File: src/rtl/lane_pkg.sv
// Shared constants and state encoding for the lane scheduler.
package lane_pkg;

    localparam int              WORD_W_DEF     = 10;
    localparam logic [9:0]      IDLE_K28_5_RDN = 10'b0011111010;

    typedef enum logic [1:0] {
        ST_OFF  = 2'd0,
        ST_SYNC = 2'd1,
        ST_RUN  = 2'd2
    } state_e;

endpackage

File: src/rtl/lane_arb.sv
// Two-requester arbiter, grants only while advance is high.
// LANE_SCHED_RR_EN selects round-robin; otherwise fixed priority req0 > req1.
module lane_arb (
`ifdef LANE_SCHED_RR_EN
    input  logic       reloj,
    input  logic       reset,
`endif
    input  logic [1:0] valid,
    input  logic       advance,
    output logic [1:0] grant
);

`ifdef LANE_SCHED_RR_EN
    // ptr_q: 0 prefers req0, 1 prefers req1; flips to the loser after each grant
    logic ptr_q, ptr_d;

    always_comb begin
        grant = 2'b00;
        ptr_d = ptr_q;
        if (advance) begin
            if (valid == 2'b11) grant = ptr_q ? 2'b10 : 2'b01;
            else                grant = valid;
            if (grant != 2'b00) ptr_d = grant[0];
        end
    end

    always_ff @(posedge reloj) begin
        if (reset) ptr_q <= 1'b0;
        else       ptr_q <= ptr_d;
    end
`else
    always_comb begin
        grant = 2'b00;
        if (advance) grant = valid[0] ? 2'b01 : {valid[1], 1'b0};
    end
`endif

endmodule

File: src/rtl/lane_sched.sv
// Serial-lane word scheduler: comma sync on link enable, then arbitrated data words.
// Arbitration policy set by macro LANE_SCHED_RR_EN (see lane_arb).
module lane_sched
    import lane_pkg::*;
#(
    parameter int                WORD_W     = WORD_W_DEF,
    parameter int                SYNC_WORDS = 4,
    parameter logic [WORD_W-1:0] IDLE_WORD  = IDLE_K28_5_RDN
) (
    input  logic              reloj,
    input  logic              reset,
    input  logic              link_en,
    input  logic              req0_valid,
    input  logic              req1_valid,
    input  logic [WORD_W-1:0] req0_data,
    input  logic [WORD_W-1:0] req1_data,
    output logic              req0_ready,
    output logic              req1_ready,
    output logic              ser_load,
    output logic [WORD_W-1:0] ser_word,
    output logic              link_up,
    output logic [15:0]       word_cnt
);

    localparam int CNT_W = (WORD_W > 1) ? $clog2(WORD_W) : 1;

    logic [CNT_W-1:0]  cnt_q, cnt_d;
    state_e            state_q, state_d;
    logic [3:0]        sync_cnt_q, sync_cnt_d;
    logic [WORD_W-1:0] ser_word_q, ser_word_d;
    logic              ser_load_q, ser_load_d;
    logic [15:0]       word_cnt_q, word_cnt_d;
    logic              boundary;
    logic              slot;
    logic [1:0]        grant;

    assign boundary = (cnt_q == CNT_W'(WORD_W - 1));
    assign slot     = boundary && link_en && (state_q == ST_RUN);

    lane_arb u_arb (
`ifdef LANE_SCHED_RR_EN
        .reloj   (reloj),
        .reset   (reset),
`endif
        .valid   ({req1_valid, req0_valid}),
        .advance (slot),
        .grant   (grant)
    );

    // The comma loaded on the OFF->SYNC boundary is the first sync word, so
    // sync_cnt counts the commas sent after it.
    always_comb begin
        cnt_d      = boundary ? '0 : cnt_q + CNT_W'(1);
        state_d    = state_q;
        sync_cnt_d = sync_cnt_q;
        ser_word_d = ser_word_q;
        ser_load_d = 1'b0;
        word_cnt_d = word_cnt_q + 16'(grant != 2'b00);
        if (boundary) begin
            if (!link_en) begin
                state_d = ST_OFF;
            end else begin
                case (state_q)
                    ST_OFF: begin
                        ser_load_d = 1'b1;
                        ser_word_d = IDLE_WORD;
                        sync_cnt_d = 4'd0;
                        state_d    = (SYNC_WORDS == 1) ? ST_RUN : ST_SYNC;
                    end
                    ST_SYNC: begin
                        ser_load_d = 1'b1;
                        ser_word_d = IDLE_WORD;
                        sync_cnt_d = sync_cnt_q + 4'd1;
                        if (sync_cnt_q + 4'd1 == 4'(SYNC_WORDS - 1)) state_d = ST_RUN;
                    end
                    ST_RUN: begin
                        ser_load_d = 1'b1;
                        if (grant[0])      ser_word_d = req0_data;
                        else if (grant[1]) ser_word_d = req1_data;
                        else               ser_word_d = IDLE_WORD;
                    end
                    default: state_d = ST_OFF;
                endcase
            end
        end
    end

    always_ff @(posedge reloj) begin
        if (reset) begin
            cnt_q      <= '0;
            state_q    <= ST_OFF;
            sync_cnt_q <= 4'd0;
            ser_word_q <= '0;
            ser_load_q <= 1'b0;
            word_cnt_q <= 16'd0;
        end else begin
            cnt_q      <= cnt_d;
            state_q    <= state_d;
            sync_cnt_q <= sync_cnt_d;
            ser_word_q <= ser_word_d;
            ser_load_q <= ser_load_d;
            word_cnt_q <= word_cnt_d;
        end
    end

    assign req0_ready = grant[0];
    assign req1_ready = grant[1];
    assign ser_load   = ser_load_q;
    assign ser_word   = ser_word_q;
    assign link_up    = (state_q == ST_RUN);
    assign word_cnt   = word_cnt_q;

endmodule

File: config.mk
export PLATFORM = sky130hd
export DESIGN_NAME = lane_sched
export DESIGN_NICKNAME = d
export VERILOG_FILES = /design/src/rtl/lane_pkg.sv /design/src/rtl/lane_arb.sv /design/src/rtl/lane_sched.sv
export SDC_FILE = /design/constraint.sdc
export NUM_CORES = 1
export LEC_CHECK = 0
export ABC_AREA = 0
export CAP_MARGIN = 0
export CORE_UTILIZATION = 57
export CTS_BUF_LIST = sky130_fd_sc_hd__clkbuf_8
export DETAILED_ROUTE_END_ITERATION = 10
export DONT_BUFFER_PORTS = 1
export PLACE_DENSITY = 0.7
export SYNTH_ARGS = -nofsm -noshare
export SYNTH_HDL_FRONTEND = slang
export SYNTH_SLANG_ARGS = --single-unit
File: constraint.sdc
create_clock -name reloj -period 3.28 [get_ports reloj]
set_input_delay 0.984 -clock reloj [delete_from_list [all_inputs] [get_ports reloj]]
set_output_delay 0.984 -clock reloj [all_outputs]
set_load 0.01 [all_outputs]
==> run_results.csv <==
group,metric,value,unit
finish,fin_area,1826,sq um
synthesis,netlist_area,1705,sq um
setup_path,endpoint_kind,"output port",
sta,fin_crit,2876,ps
global_route,busiest_layer,"met2",
cts,cts.clk_slew.worst_paths,70,ps
global_route,grt_pass1_wl,5.478,mm
floorplan,die_y,56.70,microns
cts,clock_path_buffers,2,
sta,setup_viol,0,
sta,finalSetupTns,0,ps
finish,syn_to_final_growth,7.043,%
sta,max_slew_margin,68.74,%
global_route,grt_remaining_overflow,0,
cts,cts.sink_count,37,
cts,cts_buffers,5,
outcome,violations,"design-rule violations",
placement,dp_cells,218,
finish,n_antenna_cell,0,
cts,cts.hold.buffers_added,0,
global_route,grt_util_all_layers,22.48,%
min_path,holdPathStages,2,
synthesis,ys_ff_latch,37,
cts,postCtsSetupBuffers,0,
sta,fin_worst_skew,3.555,ps
cts,cts_tree,"done",
routing,drcViolationCount,2,
global_route,antenna_found_initial,0,
sta,rsz0062_at_grt,"no",
sta,tightest_slew,468.9,ps
cts,cts-resized-gates,0,
cts,clock_tree.root_cell,"clkbuf_8",
floorplan,num_rows,19,
sta,finalCritPeriodShare,87.68,%
floorplan,initial_core_util,60.79,%
finish,final_core_util,65.08,%
power_and_ir_drop,p_switching,169.8,uW
sta,whs,473.7,ps
global_route,met1_usage,27.91,%
run,max_cap_viol_count,0,
synthesis,synthTopCellsByArea,"dfxtp_1 43%, nor2_1 6.4%, xnor2_1 5.1%",
synthesis,synth_warnings,0,
power_and_ir_drop,p_leak,0.6503,nW
finish,fin_nets,225,
placement,io_buffer_count,0,
global_route,grt_max_degree,41,
synthesis,ys_async_sr_fraction,0,%
setup_path,worst_path_largest_cell_delay,270,ps
floorplan,ioPinCount,55,
placement,placed_area,1724,sq um
setup_path,reg2reg_to,"word_cnt[15]",
setup_path,rr_worst_depth,9,
global_route,met2_usage,34.01,%
outcome,outcome,"finished with violations",
power_and_ir_drop,swShare,20.61,%
power_and_ir_drop,p_clk_share,42.0,%
power_and_ir_drop,seqPwrFrac,55.3,%
finish,instances_no_fill,226,
min_path,hp-class,"register to register",
routing,first_iter_violations,58,
power_and_ir_drop,p_per_area,451.3,nW/um^2
routing,routedWlPerCell,14.88,microns
min_path,hold_end,"sync_cnt_q[3]",
synthesis,yosysUniqueCellTypes,36,
floorplan,die_w,56.70,microns
synthesis,syn_nets,224,
floorplan,die_area,3215,sq um
synthesis,synth_edf_count,0,
synthesis,ys.flop_type,"dfxtp_1",
synthesis,syn_avg_cell_area,8.836,sq um
finish,drive_gt1_share,7.179,%
synthesis,yosysTopAreaCellShare,43.43,%
routing,wirelength,3.363,mm
cts,htree_num_levels,2,
global_route,grt_pass1_vias,1252,
synthesis,postSynthCellCount,193,
setup_path,cp.required,2300,ps
setup_path,worst-path-max-fanout,12,
synthesis,yosysTopAreaCell,"dfxtp_1",
sta,fmax,347.7,MHz
power_and_ir_drop,combinationalPowerShare,2.7,%
routing,via_per_inst,6.097,
setup_path,r2r_slack,660,ps
routing,ant_nets,0,
setup_path,critPathLaunchType,"primary input",
global_route,use_met3,7.373,%
setup_path,worstPathCellList,"nand4b_1 > nor2b_1 > buf_4 > and2_1",
setup_path,critPathSlowestCell,"nor2b_1",
setup_path,critical_path_class,"primary input to output port",
routing,firstDrtPassIters,7,
sta,drv_slew,0,
cts,clock_latency,290,ps
sta,hold_viol,0,
placement,hpwl,2.360,mm
power_and_ir_drop,vdd_drop_max,0.2821,mV
placement,globalplace.congestion,0.7973,
synthesis,ys_seq_area_share,43.43,%
power_and_ir_drop,p_int,654.1,uW
routing,vias,1378,
floorplan,placeableCoreArea,2805,sq um
setup_path,crit_arrival,1890,ps
min_path,min_from,"sync_cnt_q[3]",
setup_path,r2r_start,"cnt_q[0]",
[area by class of cell]
type | instances | area (sq um)
flip-flops and latches | 37 | 740.7
clock buffers | 7 | 96.34
inverters | 7 | 26.28
repair buffers | 1 | 7.507
fillers | 248 | 979.7
clock inverters | 1 | 5.005
multi-input cells | 142 | 910.9
well taps | 31 | 38.79
[metrics by stage]
| step | power, mW | setup slack (ps) |
|---|---|---|
| final | 0.8239 | 404.1 |
| after global routing | 0.8531 | 287.9 |
| after CTS | 0.8360 | 409.5 |
| after detailed placement | 0.4877 | 357.6 |
| after global placement | 0.4864 | 437.8 |
| after floorplan | 0.4898 | 376.2 |
[critical path: cells and delay by family]
family                 cells  cell delay, ps
and+or+nand+nor            3             680
buffers and inverters      1             220
[cells by family (layout without fill, tap and decap cells)]
kind of cell | Yosys count | in the layout | synth area share, %
AND/OR/NAND/NOR | 84 | 84 | 26.49
AO/OA/AOI/OAI | 37 | 37 | 14.53
flip-flops | 37 | 37 | 43.43
buffers and inverters | 14 | 16 | 3.155
XOR/XNOR | 13 | 13 | 6.676
adder cells (fa/ha/maj) | 6 | 6 | 4.402
multiplexers | 2 | 2 | 1.321
[power by group through the flow]
| stage | logic, mW | registers (mW) | clock network (mW) |
|---|---|---|---|
| 3_3_place_gp | 0.0209 | 0.465 | 0 |
| 3_5_place_dp | 0.0219 | 0.466 | 0 |
| 6_report | 0.0220 | 0.456 | 0.346 |
| 5_1_grt | 0.0244 | 0.456 | 0.373 |
| 2_1_floorplan | 0.0246 | 0.465 | 0 |
| 4_1_cts | 0.0220 | 0.455 | 0.359 |
[worst max path at each step]
stage | from | endpoint | slack [ps]
2_1_floorplan | link_en | word_cnt[15] | 380
3_3_place_gp | link_en | word_cnt[15] | 440
3_5_place_dp | link_en | word_cnt[15] | 360
4_1_cts | link_en | req0_ready | 410
5_1_grt | cnt_q[0] | req0_ready | 290
6_report | link_en | req1_ready | 400
[cells in the final DEF (no fill, tap or decap), drive strengths merged]
master,n
xnor2,10
and2,2
clkbuf,7
o22ai,6
inv,7
nor2b,6
nor4,2
a21o,2
and3b,1
mux2,2
or2,1
nor3,6
o21ai,3
nand4b,4
a22oi,4
o31ai,2
a31oi,2
a211oi,6
nor2,29
or3,2
nand2,11
o21a,1
nand4,1
dfxtp,37
a22o,4
ha,6
buf,1
clkinv,1
a21oi,7
nand3b,4
nand3,10
xor2,3
and3,3
nor3b,2
[Yosys cell counts (3+ instances only)]
cell type and count:
ha_1 6, inv_1 7, a22oi_1 4, nor2_1 29
o22ai_1 6, nand4b_1 4, xnor2_1 10, a21oi_1 7
nand3b_1 4, o21ai_0 3, a211oi_1 6, clkbuf_1 6
nor3_1 6, nand2_1 11, nand3_1 10, a22o_1 4
xor2_1 3, dfxtp_1 37, nor2b_1 6, and3_1 3
[layer usage]
metal / wire length (microns) / vias up / part of all wire [%]
li1: - / 687 / -
met1: 1570 / 631 / 47
met2: 1489 / 52 / 44
met3: 226 / 8 / 6.7
met4: 76 / 0 / 2.3
met5: 0 / - / 0
[state kept, by name, summed over array words and instances, names as in the netlist]
register,flops
ser_word,10
sync_cnt_q,4
ser_load,1
state_q,2
cnt_q,4
word_cnt,16
Note: power is estimated with default switching activity, not from simulation.
